==> src/rtl/vga_timing_gen.sv <==
// VGA 640x480@60 Hz timing generator: pixel counters, sync pulses, frame strobe and colour blanking.
// Optional macro VGA_PIPE_ALIGN_EN delays hsync/vsync/blanking by one cycle to match a registered rgb_in.
module vga_timing_gen #(
  parameter int unsigned H_ACTIVE = 640,
  parameter int unsigned H_FP     = 16,
  parameter int unsigned H_SYNC   = 96,
  parameter int unsigned H_BP     = 48,
  parameter int unsigned V_ACTIVE = 480,
  parameter int unsigned V_FP     = 10,
  parameter int unsigned V_SYNC   = 2,
  parameter int unsigned V_BP     = 33
) (
  input  logic        clk_d,
  input  logic        rst_n,
  input  logic [11:0] rgb_in,
  output logic [9:0]  pixel_x,
  output logic [9:0]  pixel_y,
  output logic        video_on,
  output logic        hsync,
  output logic        vsync,
  output logic        frame_start,
  output logic [11:0] rgb_out
);

  localparam logic [9:0] H_MAX = 10'(H_ACTIVE + H_FP + H_SYNC + H_BP - 1);
  localparam logic [9:0] H_ACT = 10'(H_ACTIVE);
  localparam logic [9:0] H_SS  = 10'(H_ACTIVE + H_FP);
  localparam logic [9:0] H_SE  = 10'(H_ACTIVE + H_FP + H_SYNC - 1);
  localparam logic [9:0] V_MAX = 10'(V_ACTIVE + V_FP + V_SYNC + V_BP - 1);
  localparam logic [9:0] V_ACT = 10'(V_ACTIVE);
  localparam logic [9:0] V_SS  = 10'(V_ACTIVE + V_FP);
  localparam logic [9:0] V_SE  = 10'(V_ACTIVE + V_FP + V_SYNC - 1);

  logic [9:0] h_q, h_d;
  logic [9:0] v_q, v_d;
  logic       video_on_q, video_on_d;
  logic       hsync_q, hsync_d;
  logic       vsync_q, vsync_d;
  logic       frame_start_q, frame_start_d;

  always_comb begin
    h_d = (h_q == H_MAX) ? '0 : h_q + 10'd1;
    v_d = v_q;
    if (h_q == H_MAX) begin
      v_d = (v_q == V_MAX) ? '0 : v_q + 10'd1;
    end
  end

  // Decoding the next-state counters keeps the registered flags coincident with pixel_x/pixel_y.
  always_comb begin
    video_on_d    = (h_d < H_ACT) && (v_d < V_ACT);
    hsync_d       = !((h_d >= H_SS) && (h_d <= H_SE));
    vsync_d       = !((v_d >= V_SS) && (v_d <= V_SE));
    frame_start_d = (h_d == '0) && (v_d == '0);
  end

  always_ff @(posedge clk_d or negedge rst_n) begin
    if (!rst_n) begin
      h_q           <= H_MAX;
      v_q           <= V_MAX;
      video_on_q    <= 1'b0;
      hsync_q       <= 1'b1;
      vsync_q       <= 1'b1;
      frame_start_q <= 1'b0;
    end else begin
      h_q           <= h_d;
      v_q           <= v_d;
      video_on_q    <= video_on_d;
      hsync_q       <= hsync_d;
      vsync_q       <= vsync_d;
      frame_start_q <= frame_start_d;
    end
  end

  assign pixel_x     = h_q;
  assign pixel_y     = v_q;
  assign video_on    = video_on_q;
  assign frame_start = frame_start_q;

`ifdef VGA_PIPE_ALIGN_EN
  logic hsync_dly_q;
  logic vsync_dly_q;
  logic video_on_dly_q;

  always_ff @(posedge clk_d or negedge rst_n) begin
    if (!rst_n) begin
      hsync_dly_q    <= 1'b1;
      vsync_dly_q    <= 1'b1;
      video_on_dly_q <= 1'b0;
    end else begin
      hsync_dly_q    <= hsync_q;
      vsync_dly_q    <= vsync_q;
      video_on_dly_q <= video_on_q;
    end
  end

  assign hsync   = hsync_dly_q;
  assign vsync   = vsync_dly_q;
  assign rgb_out = video_on_dly_q ? rgb_in : '0;
`else
  assign hsync   = hsync_q;
  assign vsync   = vsync_q;
  assign rgb_out = video_on_q ? rgb_in : '0;
`endif

endmodule

==> config.mk <==
export PLATFORM = sky130hd
export DESIGN_NAME = vga_timing_gen
export DESIGN_NICKNAME = d
export VERILOG_FILES = /design/src/rtl/vga_timing_gen.sv
export SDC_FILE = /design/constraint.sdc
export NUM_CORES = 1
export LEC_CHECK = 0
export CAP_MARGIN = 20
export CORE_MARGIN = 2
export CORE_UTILIZATION = 45
export CTS_CLUSTER_DIAMETER = 100
export CTS_CLUSTER_SIZE = 24
export DETAILED_ROUTE_END_ITERATION = 8
export MAX_ROUTING_LAYER = met4
export PLACE_DENSITY = 0.75
export SKIP_LAST_GASP = 1
export SYNTH_ARGS = -nofsm -noshare
export SYNTH_HDL_FRONTEND = slang
export SYNTH_SLANG_ARGS = --single-unit
==> constraint.sdc <==
create_clock -name clk_d -period 5.08 [get_ports clk_d]
set_input_delay 0.762 -clock clk_d [delete_from_list [all_inputs] [get_ports clk_d]]
set_output_delay 0.762 -clock clk_d [all_outputs]
set_load 0.01 [all_outputs]
# Word level (Yosys, flattened, before mapping)
# Cells that the tools add are included.
dict set report word_totals {
  in_bits 14
  register_bits 24
  output_inout_bits 36
}
dict set report op_classes {
  eq_ne 2
  n_lt_le_gt_ge 6
  n_mux 4
  reduce_logical 8
  n_addsub 2
}
# cell n
set ops {}
lappend ops {{$mux 10} 3}
lappend ops {{$add 10x1->10 const B} 2}
lappend ops {{$eq 10x10->1 const B} 2}
lappend ops {{$logic_not 10->1} 2}
lappend ops {{$mux 12} 1}
lappend ops {{$ge 10x10->1 const B} 1}
lappend ops {{$ge 10x9->1 const B} 1}
lappend ops {{$le 10x10->1 const B} 1}
lappend ops {{$le 10x9->1 const B} 1}
lappend ops {{$lt 10x10->1 const B} 1}
lappend ops {{$lt 10x9->1 const B} 1}
lappend ops {{$logic_and 1x1->1} 4}
lappend ops {{$logic_not 1->1} 2}

# Longest topological paths before layout
dict set report depth {
  depth_word 6
  ltp_mapped 9
}

# Least setup slack after synthesis
# No wires, ideal clock.
dict set report synth_path {
  kind {flip-flop to flip-flop}
  start {reg h_q[0], in the netlist pixel_x[0]}
  end {reg frame_start_q, in the netlist frame_start}
  arrival_ns 2.316
  period_less_slack_ns 2.411
  path_buffers 2
  stages_incl_launch_ff 9
  required_ns 4.984
  slack_ns 2.669
  cell_sequence {dfstp_2 -> ha_1 -> and4_1 -> buf_2 -> and3_2 -> buf_4 -> a221oi_1 -> or4_4 -> nor4_2}
}
dict set report synth_between {
  elab_chain_cells 4
}
# item line
set synth_rtl {}
lappend synth_rtl {{from (decl)} 34} ;# logic [9:0] h_q, h_d;
lappend synth_rtl {{from (signal assigned)} 59} ;# h_q <= H_MAX;
lappend synth_rtl {{from (signal assigned)} 66} ;# h_q <= h_d;
lappend synth_rtl {{$add 10x1->10 / $eq 10x10->1 (equally long branches)} {42, 44}}
lappend synth_rtl {{$mux 10 (on tied branches)} {42, 44}}
lappend synth_rtl {{$logic_not 10->1} 54} ;# frame_start_d = (h_d == '0) && (v_d == '0);
lappend synth_rtl {{$logic_and 1x1->1 *} 54}
lappend synth_rtl {{net frame_start_d} 39} ;# logic frame_start_q, frame_start_d;
lappend synth_rtl {{to (signal assigned)} 71} ;# frame_start_q <= frame_start_d;
lappend synth_rtl {{to (decl)} 39}
# Mark *: on every way through the listed nets, which the timed path passes. The rest lies on a longest branch.

# Final worst setup path
# Ends and elaborated chain as after synthesis.

==> reports/metrics.cfg <==
[clocking]
clock_latency_ns=0.30
post_cts_buffers=0
cts_buffers=3
clk_pin_slew_ns=0.12
cts_sinks=24
ctsHoldBuffers=0
ctsHtreeMaxLevel=1
root_driver=sky130_fd_sc_hd__clkbuf_4
clock_path_buffers=2
tritoncts=yes
cts.repair.resized=0

[cells_and_area]
layout_commonest_cell=sky130_fd_sc_hd__clkdlybuf4s50_1
insertedDiodeCount=0
final_cell_count_no_fill=256
final_cell_mix=49 x sky130_fd_sc_hd__clkdlybuf4s50_1, 16 x sky130_fd_sc_hd__nand2_1, 15 x sky130_fd_sc_hd__inv_1
post_route_cells_drive_above_1_share=0.133
postLayoutCellArea_um2=2070
num-nets-final=229
layout.core_utilization=0.631
flow.area_growth_from_synthesis_pct=37.3

[min_path]
cell_count_of_the_worst_hold_path=2
hold_path.class=register to register
hold_start=pixel_y[2]
hold_end=pixel_y[2]

[floorplanning]
fp.dieArea_um2=3830
num_io_pins=50
floorplan.initialDensity=0.459
floorplan.rows=21
die_x_um=61.9
fp.dieH_um=61.9
area_inside_the_core_boundary_um2=3280

[power_and_ir_drop]
p_leak_uw=0.000800
worst_ir_drop_vdd_mv=0.137
power_per_cell_area_nw_per_um2=154

[logic_synthesis]
post_synth_instance_area_um2=1510
synth-async-reset-ratio=1.00
ys_warn_count=0
synthFlopType=sky130_fd_sc_hd__dfstp_2
synth_cells=164
synth-seq-cells=24
synth_cell_types=49
synth-seq-area-share=0.408
postSynthNetCount=182
number_of_flops_mapped_to_enable_cells_by_yosys=0
avgSynthCellArea_um2=9.20

[grt]
wire_length_of_the_first_global_routing_pass_mm=5.53
global_route.usage.total=0.200
grt_start_max_net_pins=25
grt_overflow_total=0
first_global_vias=1182
antenna_found_initial=0

[drt]
dr.pass1.iters=4
post-route-drc-count=0
drt_first_iter_violations=46
routedWlPerCell_um=14.1
routed-via-count=1335
drt-total-wl_mm=3.60
antenna_left=0
detailed_route_vias_per_instance=5.21

[critical_path]
critical_path_buf_inv_count=0
library_cell_contributing_the_largest_single_delay_on_the_critical_path=sky130_fd_sc_hd__dfstp_2
worst_r2r_path_depth=7
cpPeakStageDelay_ns=0.60
cp.required_ns=5.30
rr_startpoint=pixel_x[0]
reg2reg_setup_slack_ns=2.36
worst_r2r_endpoint=frame_start
worst_path_maximum_fanout=13
startpoint_to_endpoint_class_of_the_critical_path=register to register
worst_path_dominant_cell_family=simple AND/OR/NAND/NOR gates
path_common_cell=sky130_fd_sc_hd__nand3_1
cp_data_arrival_time_ns=2.94
critical_path.startpoint_type=register
critical_path.cell_chain=ha_1, and4_1, nand3_1, or3_1, xnor2_1, nand3_1, nor4_2
worstSetupEndpointType=register

[sta]
fin_tns_setup_ns=0
final_hold_viol_count=0
report.final.setup_viol=0
timing_max_transition_violations_final=0
timing.final.crit_share=0.535
setup_slack_ns=2.36
slew_at_the_pin_with_the_worst_max_slew_slack_ns=0.554
unrepaired_setup_endpoints_after_global_routing=false
relSlewSlack=0.630
post-route-min-period_ns=2.72
clock-skew-final_ns=0.00133
max_freq_mhz=368

[placed_design]
count_of_buffers_from_port_buffering=49
place.gp.congestion=0.910
post-place-cells=251
placed_area_um2=2020
hpwl_mm=2.81
place_worst_setup_slack_ns=2.38

[run]
cap_violations=0

[status]
result_of_the_run=finished, final reports clean

stage by stage:
step,hold WS [ns],total power [µW]
3_3_place_gp,0.515,224
2_1_floorplan,0.466,201
3_5_place_dp,0.540,225
4_1_cts,0.560,325
5_1_grt,0.574,339
6_report,0.562,320
worst max path at each step:
| stage | start | end | depth (start not counted) |
|---|---|---|---|
| 2_1_floorplan | pixel_x[0] | frame_start | 8 |
| 3_3_place_gp | rgb_in[5] | rgb_out[5] | 3 |
| 3_5_place_dp | pixel_x[0] | frame_start | 7 |
| 4_1_cts | pixel_x[0] | frame_start | 7 |
| 5_1_grt | pixel_x[0] | frame_start | 7 |
| 6_report | pixel_x[0] | frame_start | 7 |
cell type report:
class / instances / area, µm²
tap: 46 / 57.6
fill: 293 / 1210
sequential: 24 / 616
timing repair buffer: 50 / 505
inverter: 15 / 56.3
clock buffer: 4 / 36.3
multi-input combinational: 117 / 801
cells in the mapped netlist, types with 2 or more instances:
master / count / share of area
sky130_fd_sc_hd__nand2_1: 16 / 0.040
sky130_fd_sc_hd__inv_1: 15 / 0.037
sky130_fd_sc_hd__and2_1: 12 / 0.050
sky130_fd_sc_hd__dfrtp_1: 12 / 0.20
sky130_fd_sc_hd__dfstp_2: 12 / 0.21
sky130_fd_sc_hd__nor2_1: 9 / 0.022
sky130_fd_sc_hd__nand3_1: 8 / 0.027
sky130_fd_sc_hd__o21ai_0: 8 / 0.027
sky130_fd_sc_hd__xnor2_1: 8 / 0.046
sky130_fd_sc_hd__clkbuf_1: 5 / 0.012
sky130_fd_sc_hd__nor3_1: 5 / 0.017
sky130_fd_sc_hd__ha_1: 4 / 0.033
sky130_fd_sc_hd__o31ai_1: 4 / 0.020
sky130_fd_sc_hd__xor2_1: 4 / 0.023
sky130_fd_sc_hd__a21oi_1: 3 / 0.0099
sky130_fd_sc_hd__a31oi_1: 2 / 0.0083
sky130_fd_sc_hd__a41oi_1: 2 / 0.012
sky130_fd_sc_hd__buf_2: 2 / 0.0066
sky130_fd_sc_hd__o21bai_1: 2 / 0.0099
sky130_fd_sc_hd__or2_2: 2 / 0.0083
routing by layer:
metal,wire (µm),vias to the layer above,track usage
met2,1860,31,0.331
li1,-,658,-
met5,0,-,-
met3,137,2,0.0248
met1,1590,644,0.259
met4,12,0,0.0547
where the power goes:
part / switching [µW] / internal, µW / leakage, µW / total, µW
clock: 53.8 / 43.7 / 0.0000210 / 97.5
combinational: 10.5 / 20.1 / 0.000497 / 30.7
sequential: 0 / 192 / 0.000282 / 192
total: 64.3 / 255 / 0.000800 / 320
worst register-to-register path, delay by kind of cell (launching register included):
family        cells  cell delay [ns]
fa+ha+maj         1             0.23
xor+xnor          1             0.23
flops             1             0.60
simple gates      5             1.57
state kept, by name, indices dropped and copies added (netlist names):
name	cells
pixel_x	10
video_on	1
hsync	1
vsync	1
pixel_y	10
frame_start	1
logic make-up after synthesis:
kind of cell               after synthesis  synth area share
xor gates and xnor gates                12            0.0697
AOI/OAI and AO/OA                       32             0.155
and+or+nand+nor                         69             0.273
DFF                                     24             0.408
adders and majority gates                4            0.0332
buffers and inverters                   23            0.0614
(Power assumes the default switching activity.)
